<file path="src/rtl/gate_bist_seq_pkg.sv">
// Shared definitions for the gate BIST sequencer.
// Contents: gate function codes, FSM state encoding and the number of test vectors.
package gate_bist_seq_pkg;

    // Gate function codes presented on FUNC (6 and 7 are reserved)
    localparam logic [2:0] FN_OR   = 3'd0;
    localparam logic [2:0] FN_AND  = 3'd1;
    localparam logic [2:0] FN_NAND = 3'd2;
    localparam logic [2:0] FN_NOR  = 3'd3;
    localparam logic [2:0] FN_XOR  = 3'd4;
    localparam logic [2:0] FN_XNOR = 3'd5;

    // Every 2-input gate is exercised with all four (a,b) combinations
    localparam int NVEC = 4;

    typedef enum logic [1:0] {
        ST_IDLE  = 2'd0,
        ST_DRIVE = 2'd1,
        ST_FIN   = 2'd2
    } state_t;

endpackage

</file>
<file path="src/rtl/gate_bist_seq_truth_lut.sv">
// Truth table of the supported 2-input gate functions.
// Returns the expected output for (a,b) and flags reserved function codes as invalid.
module gate_bist_seq_truth_lut
    import gate_bist_seq_pkg::*;
(
    input  logic [2:0] func,
    input  logic       a,
    input  logic       b,
    output logic       y,
    output logic       valid
);

    // Expected gate output; reserved codes yield y=0 with valid=0
    always_comb begin
        y     = 1'b0;
        valid = 1'b1;
        case (func)
            FN_OR:   y = a | b;
            FN_AND:  y = a & b;
            FN_NAND: y = ~(a & b);
            FN_NOR:  y = ~(a | b);
            FN_XOR:  y = a ^ b;
            FN_XNOR: y = ~(a ^ b);
            default: valid = 1'b0;
        endcase
    end

endmodule

</file>
<file path="src/rtl/gate_bist_seq.sv">
// Built-in self-test sequencer for a 2-input logic-gate package.
// Walks every gate through the vectors 00,01,10,11 (A=v[0], B=v[1]), holds each
// vector SETTLE cycles, compares Y with the truth table of the latched FUNC and
// accumulates sticky per-gate failure flags.
// Build option: GATE_BIST_SERIAL_EN tests one gate at a time (others held at
// A=B=0) so shorts between neighbouring pins become visible; otherwise all
// gates are driven and compared in parallel.
module gate_bist_seq
    import gate_bist_seq_pkg::*;
#(
    parameter int NGATES = 4,
    parameter int SETTLE = 2
) (
    input  logic              CLK,
    input  logic              RST,
    input  logic              START,
    input  logic [2:0]        FUNC,
    output logic [NGATES-1:0] A,
    output logic [NGATES-1:0] B,
    input  logic [NGATES-1:0] Y,
    output logic              BUSY,
    output logic              DONE,
    output logic              PASS,
    output logic [NGATES-1:0] FAIL_MASK
);

    localparam int CW = (SETTLE > 1) ? $clog2(SETTLE) : 1;
    localparam logic [CW-1:0] CNT_LAST = CW'(SETTLE - 1);
    localparam logic [1:0]    V_LAST   = 2'(NVEC - 1);

    state_t            state_q, state_d;
    logic [2:0]        func_q, func_d;
    logic [1:0]        v_q, v_d;
    logic [CW-1:0]     cnt_q, cnt_d;
    logic [NGATES-1:0] fail_q, fail_d;
    logic              pass_q, pass_d;

    logic [2:0]        lut_func;
    logic              exp_y;
    logic              lut_valid;
    logic              settle_last;
    logic              run_last;
    logic [NGATES-1:0] miss;

`ifdef GATE_BIST_SERIAL_EN
    localparam logic [2:0] G_LAST = 3'(NGATES - 1);
    logic [2:0]        gate_q, gate_d;
    logic [NGATES-1:0] sel;
`endif

    // In IDLE the LUT looks at the live FUNC so a reserved code is caught at START
    assign lut_func = (state_q == ST_IDLE) ? FUNC : func_q;

    gate_bist_seq_truth_lut u_lut (
        .func  (lut_func),
        .a     (v_q[0]),
        .b     (v_q[1]),
        .y     (exp_y),
        .valid (lut_valid)
    );

    assign settle_last = (cnt_q == CNT_LAST);

`ifdef GATE_BIST_SERIAL_EN
    // One-hot select of the gate currently under test
    always_comb begin
        sel = NGATES'(1) << gate_q;
    end

    assign run_last = settle_last && (v_q == V_LAST) && (gate_q == G_LAST);
`else
    assign run_last = settle_last && (v_q == V_LAST);
`endif

    // Per-gate mismatch against the expected value, limited to gates under test
    always_comb begin
        miss = Y ^ {NGATES{exp_y}};
`ifdef GATE_BIST_SERIAL_EN
        miss = miss & sel;
`endif
    end

    // State and datapath registers
    always_ff @(posedge CLK) begin
        if (RST) begin
            state_q <= ST_IDLE;
            func_q  <= FN_OR;
            v_q     <= '0;
            cnt_q   <= '0;
            fail_q  <= '0;
            pass_q  <= 1'b0;
`ifdef GATE_BIST_SERIAL_EN
            gate_q  <= '0;
`endif
        end else begin
            state_q <= state_d;
            func_q  <= func_d;
            v_q     <= v_d;
            cnt_q   <= cnt_d;
            fail_q  <= fail_d;
            pass_q  <= pass_d;
`ifdef GATE_BIST_SERIAL_EN
            gate_q  <= gate_d;
`endif
        end
    end

    // Next-state logic: reserved functions skip straight to FIN
    always_comb begin
        state_d = state_q;
        case (state_q)
            ST_IDLE: begin
                if (START) begin
                    state_d = lut_valid ? ST_DRIVE : ST_FIN;
                end
            end
            ST_DRIVE: begin
                if (run_last) begin
                    state_d = ST_FIN;
                end
            end
            ST_FIN:  state_d = ST_IDLE;
            default: state_d = ST_IDLE;
        endcase
    end

    // Counters, function latch and sticky failure/pass bookkeeping
    always_comb begin
        func_d = func_q;
        v_d    = v_q;
        cnt_d  = cnt_q;
        fail_d = fail_q;
        pass_d = pass_q;
`ifdef GATE_BIST_SERIAL_EN
        gate_d = gate_q;
`endif
        case (state_q)
            ST_IDLE: begin
                if (START) begin
                    func_d = FUNC;
                    v_d    = '0;
                    cnt_d  = '0;
                    pass_d = 1'b0;
                    fail_d = lut_valid ? '0 : '1;
`ifdef GATE_BIST_SERIAL_EN
                    gate_d = '0;
`endif
                end
            end
            ST_DRIVE: begin
                if (settle_last) begin
                    cnt_d  = '0;
                    fail_d = fail_q | miss;
                    v_d    = (v_q == V_LAST) ? 2'd0 : v_q + 2'd1;
`ifdef GATE_BIST_SERIAL_EN
                    if (v_q == V_LAST) begin
                        gate_d = (gate_q == G_LAST) ? 3'd0 : gate_q + 3'd1;
                    end
`endif
                end else begin
                    cnt_d = cnt_q + CW'(1);
                end
            end
            ST_FIN: begin
                pass_d = (fail_q == '0);
            end
            default: ;
        endcase
    end

    // Moore outputs: stimulus only while driving, DONE only in FIN
    always_comb begin
        A    = '0;
        B    = '0;
        BUSY = 1'b0;
        DONE = 1'b0;
        case (state_q)
            ST_DRIVE: begin
                BUSY = 1'b1;
`ifdef GATE_BIST_SERIAL_EN
                A = sel & {NGATES{v_q[0]}};
                B = sel & {NGATES{v_q[1]}};
`else
                A = {NGATES{v_q[0]}};
                B = {NGATES{v_q[1]}};
`endif
            end
            ST_FIN:  DONE = 1'b1;
            default: ;
        endcase
    end

    assign PASS      = pass_q;
    assign FAIL_MASK = fail_q;

endmodule
</file>
<file path="config.mk">
export PLATFORM = sky130hd
export DESIGN_NAME = gate_bist_seq
export DESIGN_NICKNAME = d
export VERILOG_FILES = /design/src/rtl/gate_bist_seq_pkg.sv /design/src/rtl/gate_bist_seq_truth_lut.sv /design/src/rtl/gate_bist_seq.sv
export SDC_FILE = /design/constraint.sdc
export NUM_CORES = 1
export LEC_CHECK = 0
export BUFFER_PORTS_ARGS = -buffer_cell sky130_fd_sc_hd__buf_2
export CAP_MARGIN = 5
export CORE_MARGIN = 10
export CORE_UTILIZATION = 35
export DETAILED_ROUTE_END_ITERATION = 16
export GPL_ROUTABILITY_DRIVEN = 0
export SLEW_MARGIN = 20
export SYNTH_ARGS = -nofsm -noshare
export SYNTH_HDL_FRONTEND = slang
export SYNTH_HIERARCHICAL = 1
export SYNTH_SLANG_ARGS = --single-unit
export TNS_END_PERCENT = 5
</file>
<file path="constraint.sdc">
create_clock -name CLK -period 2.7 [get_ports CLK]
set_clock_uncertainty 0.05 [all_clocks]
set_input_delay 0.405 -clock CLK [delete_from_list [all_inputs] [get_ports CLK]]
set_output_delay 0.405 -clock CLK [all_outputs]
set_load 0.1 [all_outputs]
</file>
==> results.toml <==
[sta]
timing.fmax_ghz = 0.411
tightestPinTransition_ns = 0.725
drv_slew = 0
relSlewSlack = 0.509
rsz0062_at_grt = "false"
fin_crit_sh = 0.902
tns_ns = 0
finalSetupViolations = 0
hold_viol = 0
timing.final.crit_period_ns = 2.44
whs_ns = 0.324
setup_ws_ns = 0.265

[route]
firstDrtPassIters = 2
detail-route-antenna-nets = 0
wl_per_cell_um = 12.9
vias = 653
drc = 0
drt-total-wl_mm = 1.78
drtIter0Drc = 17
viasPerCell = 4.73

[clock_network]
cts_tree = "done"
cts_sinks = 13
htreeDepth = 1
cts_resized = 0
clk_latency_ns = 0.28
clock-root-buffer = "clkbuf_4"
cts_hold_buf = 0
cts-buffers-inserted = 3
postCtsSetupBuffers = 0
cts_buffer_depth = 2
clk_pin_slew_worst_paths_ns = 0.08

[setup_path]
start_kind = "flip-flop"
cpPeakStageDelay_ns = 0.61
worstRegToRegCells = 7
crit_arrival_ns = 2.59
cp_slowest_cell = "o311ai_1"
r2r-start = "state_q[0]$_SDFFE_PP0P_"
crit_type = "flip-flop to flip-flop"
reg2reg_setup_slack_ns = 0.26
setup.worst_path.start = "state_q[0]$_SDFFE_PP0P_"
path_cells = "nor2_1 > mux2_2 > mux2i_1 > o311ai_1 > xnor2_1 > a211o_1 > a21oi_1"
path_max_fanout = 4
crit_end = "FAIL_MASK[1]$_SDFFE_PP0P_"
endpoint_kind = "flip-flop"
r2r_end = "FAIL_MASK[1]$_SDFFE_PP0P_"
cp_data_required_time_ns = 2.86

[power_and_ir_drop]
static-leakage-power_uw = 0.000434
power_density_nw_per_um2 = 575
combinationalPowerShare = 0.360
p_sw_frac = 0.389
ir_drop_mv = 0.313
p_int_uw = 324
switchingPower_uw = 206
clockPowerShare = 0.232
pwr-share-seq = 0.408

[logic_synthesis]
ys_ff_latch = 13
synth_most_common_cell = "dfxtp_1"
synth_top_area_frac = 0.330
synth_nets = 103
yosysSeqAreaShare = 0.330
yosysUniqueCellTypes = 30
synth_top_area_cell = "dfxtp_1"
synth_warnings = 6
netlist_area_um2 = 790
synthTopCellsByArea = "dfxtp_1, buf_4, mux2i_1, xnor2_1, ha_1"
synth_edf_count = 0
async_reset_ff_frac = 0
syn_avg_cell_area_um2 = 8.77
synth_flop_cell = "dfxtp_1"
ys_top_cells_by_count = "dfxtp_1, nor2_1, a21oi_1, buf_4, inv_1"
syn_inst = 90

[placement]
dp_hpwl_mm = 1.39
placed_area_um2 = 895
port_buffers = 24
dp_slack_ns = 0.269

[grt]
use_met3 = 0.0463
grt_pass1_vias = 682
grt_pass1_wl_mm = 3.09
grt_overflow = 0
grt_max_degree = 13
grt.total_usage = 0.0881
grt_use_met2 = 0.129
busiest_layer = "met2"
grt_antenna_before_repair = 0
grt.met1_usage = 0.0990

[layout]
fin_util = 0.424
postLayoutCellArea_um2 = 921
syn_to_final_growth_pct = 16.6
design.final.nets = 124
diodes = 0
final_layout_size_suffix_gt1_frac = 0.327

[run_status]
outcome = "completed"

[job]
maxCapViolations = 0

[floorplanning]
io_pins = 25
die_y_um = 67.5
die_w_um = 67.5
core_area_um2 = 2170
rows = 17
start_util = 0.364
die_area_um2 = 4560

[worst_hold_path]
hold_class = "primary input to flip-flop"
[how the worst min path moves through the flow]
stage                              startpoint                        end  slack (ns)  depth (start not counted)
global placement    FAIL_MASK[3]$_SDFFE_PP0P_  FAIL_MASK[3]$_SDFFE_PP0P_        0.40                          2
finish                                FUNC[1]     func_q[1]$_SDFFE_PP0P_        0.32                          3
CTS                                   FUNC[1]     func_q[1]$_SDFFE_PP0P_        0.32                          3
floorplan              func_q[0]$_SDFFE_PP0P_     func_q[0]$_SDFFE_PP0P_        0.41                          2
detailed placement  FAIL_MASK[1]$_SDFFE_PP0P_  FAIL_MASK[1]$_SDFFE_PP0P_        0.40                          2
global route                          FUNC[1]     func_q[1]$_SDFFE_PP0P_        0.34                          3
[flip-flops by register name (all words and copies together), names as in the netlist]
register	cells
FAIL_MASK	4
func_q	3
state_q	2
v_q	2
PASS	1
cnt_q	1
[logic make-up after synthesis]
kind of cell	count (synthesis)	synth area share
and+or+nand+nor	25	0.184
AOI/OAI and AO/OA	18	0.149
buffers and inverters	17	0.117
DFF	13	0.330
muxes	8	0.106
xor gates and xnor gates	6	0.0666
adders and majority gates	3	0.0475
[per-stage QoR]
| stage | total power, uW | instances |
|---|---|---|
| 2_1_floorplan | 380 | 90 |
| 3_3_place_gp | 410 | 134 |
| 3_5_place_dp | 412 | 134 |
| 4_1_cts | 538 | 138 |
| 5_1_grt | 568 | 138 |
| 6_report | 530 | 138 |
[critical path: cells and delay by family, from the launching register on]
kind            cells  cell delay (ns)
flops               1             0.31
compound gates      3             1.06
xor+xnor            1             0.16
simple gates        1             0.22
mux                 2             0.55
[final cells by class]
class	count	area [um^2]
fill	236	1250
multi-input combinational	60	438
sequential	13	260
timing repair buffer	26	135
tap	28	35.0
clock buffer	4	26.3
inverter	7	26.3
[placed cells by master, fill, tap and decap left out, types with 2 or more instances in the layout]
| cell | Yosys | routed |
|---|---|---|
| buf_4 | 7 | 2 |
| inv_1 | 7 | 7 |
| nor2_1 | 8 | 8 |
| o21ai_0 | 3 | 3 |
| a21oi_1 | 7 | 7 |
| clkbuf_4 | 0 | 3 |
| mux2_2 | 3 | 3 |
| nor3_1 | 2 | 2 |
| nor2b_1 | 2 | 2 |
| xnor2_1 | 5 | 5 |
| a211o_1 | 4 | 4 |
| dfxtp_1 | 13 | 13 |
| nand4b_1 | 2 | 2 |
| buf_2 | 1 | 24 |
| mux2i_1 | 5 | 5 |
| nand2_1 | 3 | 3 |
| ha_1 | 3 | 3 |
| and2_2 | 1 | 2 |
[per-layer routing]
layer  vias to the layer above  wire (um)
li1                        342          -
met1                       281        806
met2                        25        710
met3                         5        218
met4                         0         39
met5                         -          0
[power groups by stage]
stage | clock (uW) | sequential (uW) | combinational (uW)
floorplan | 0 | 272 | 109
CTS | 130 | 216 | 192
global placement | 0 | 221 | 189
detailed placement | 0 | 221 | 191
global route | 143 | 218 | 207
finish | 123 | 216 | 190
No activity file was read; power rests on OpenSTA's default activity.
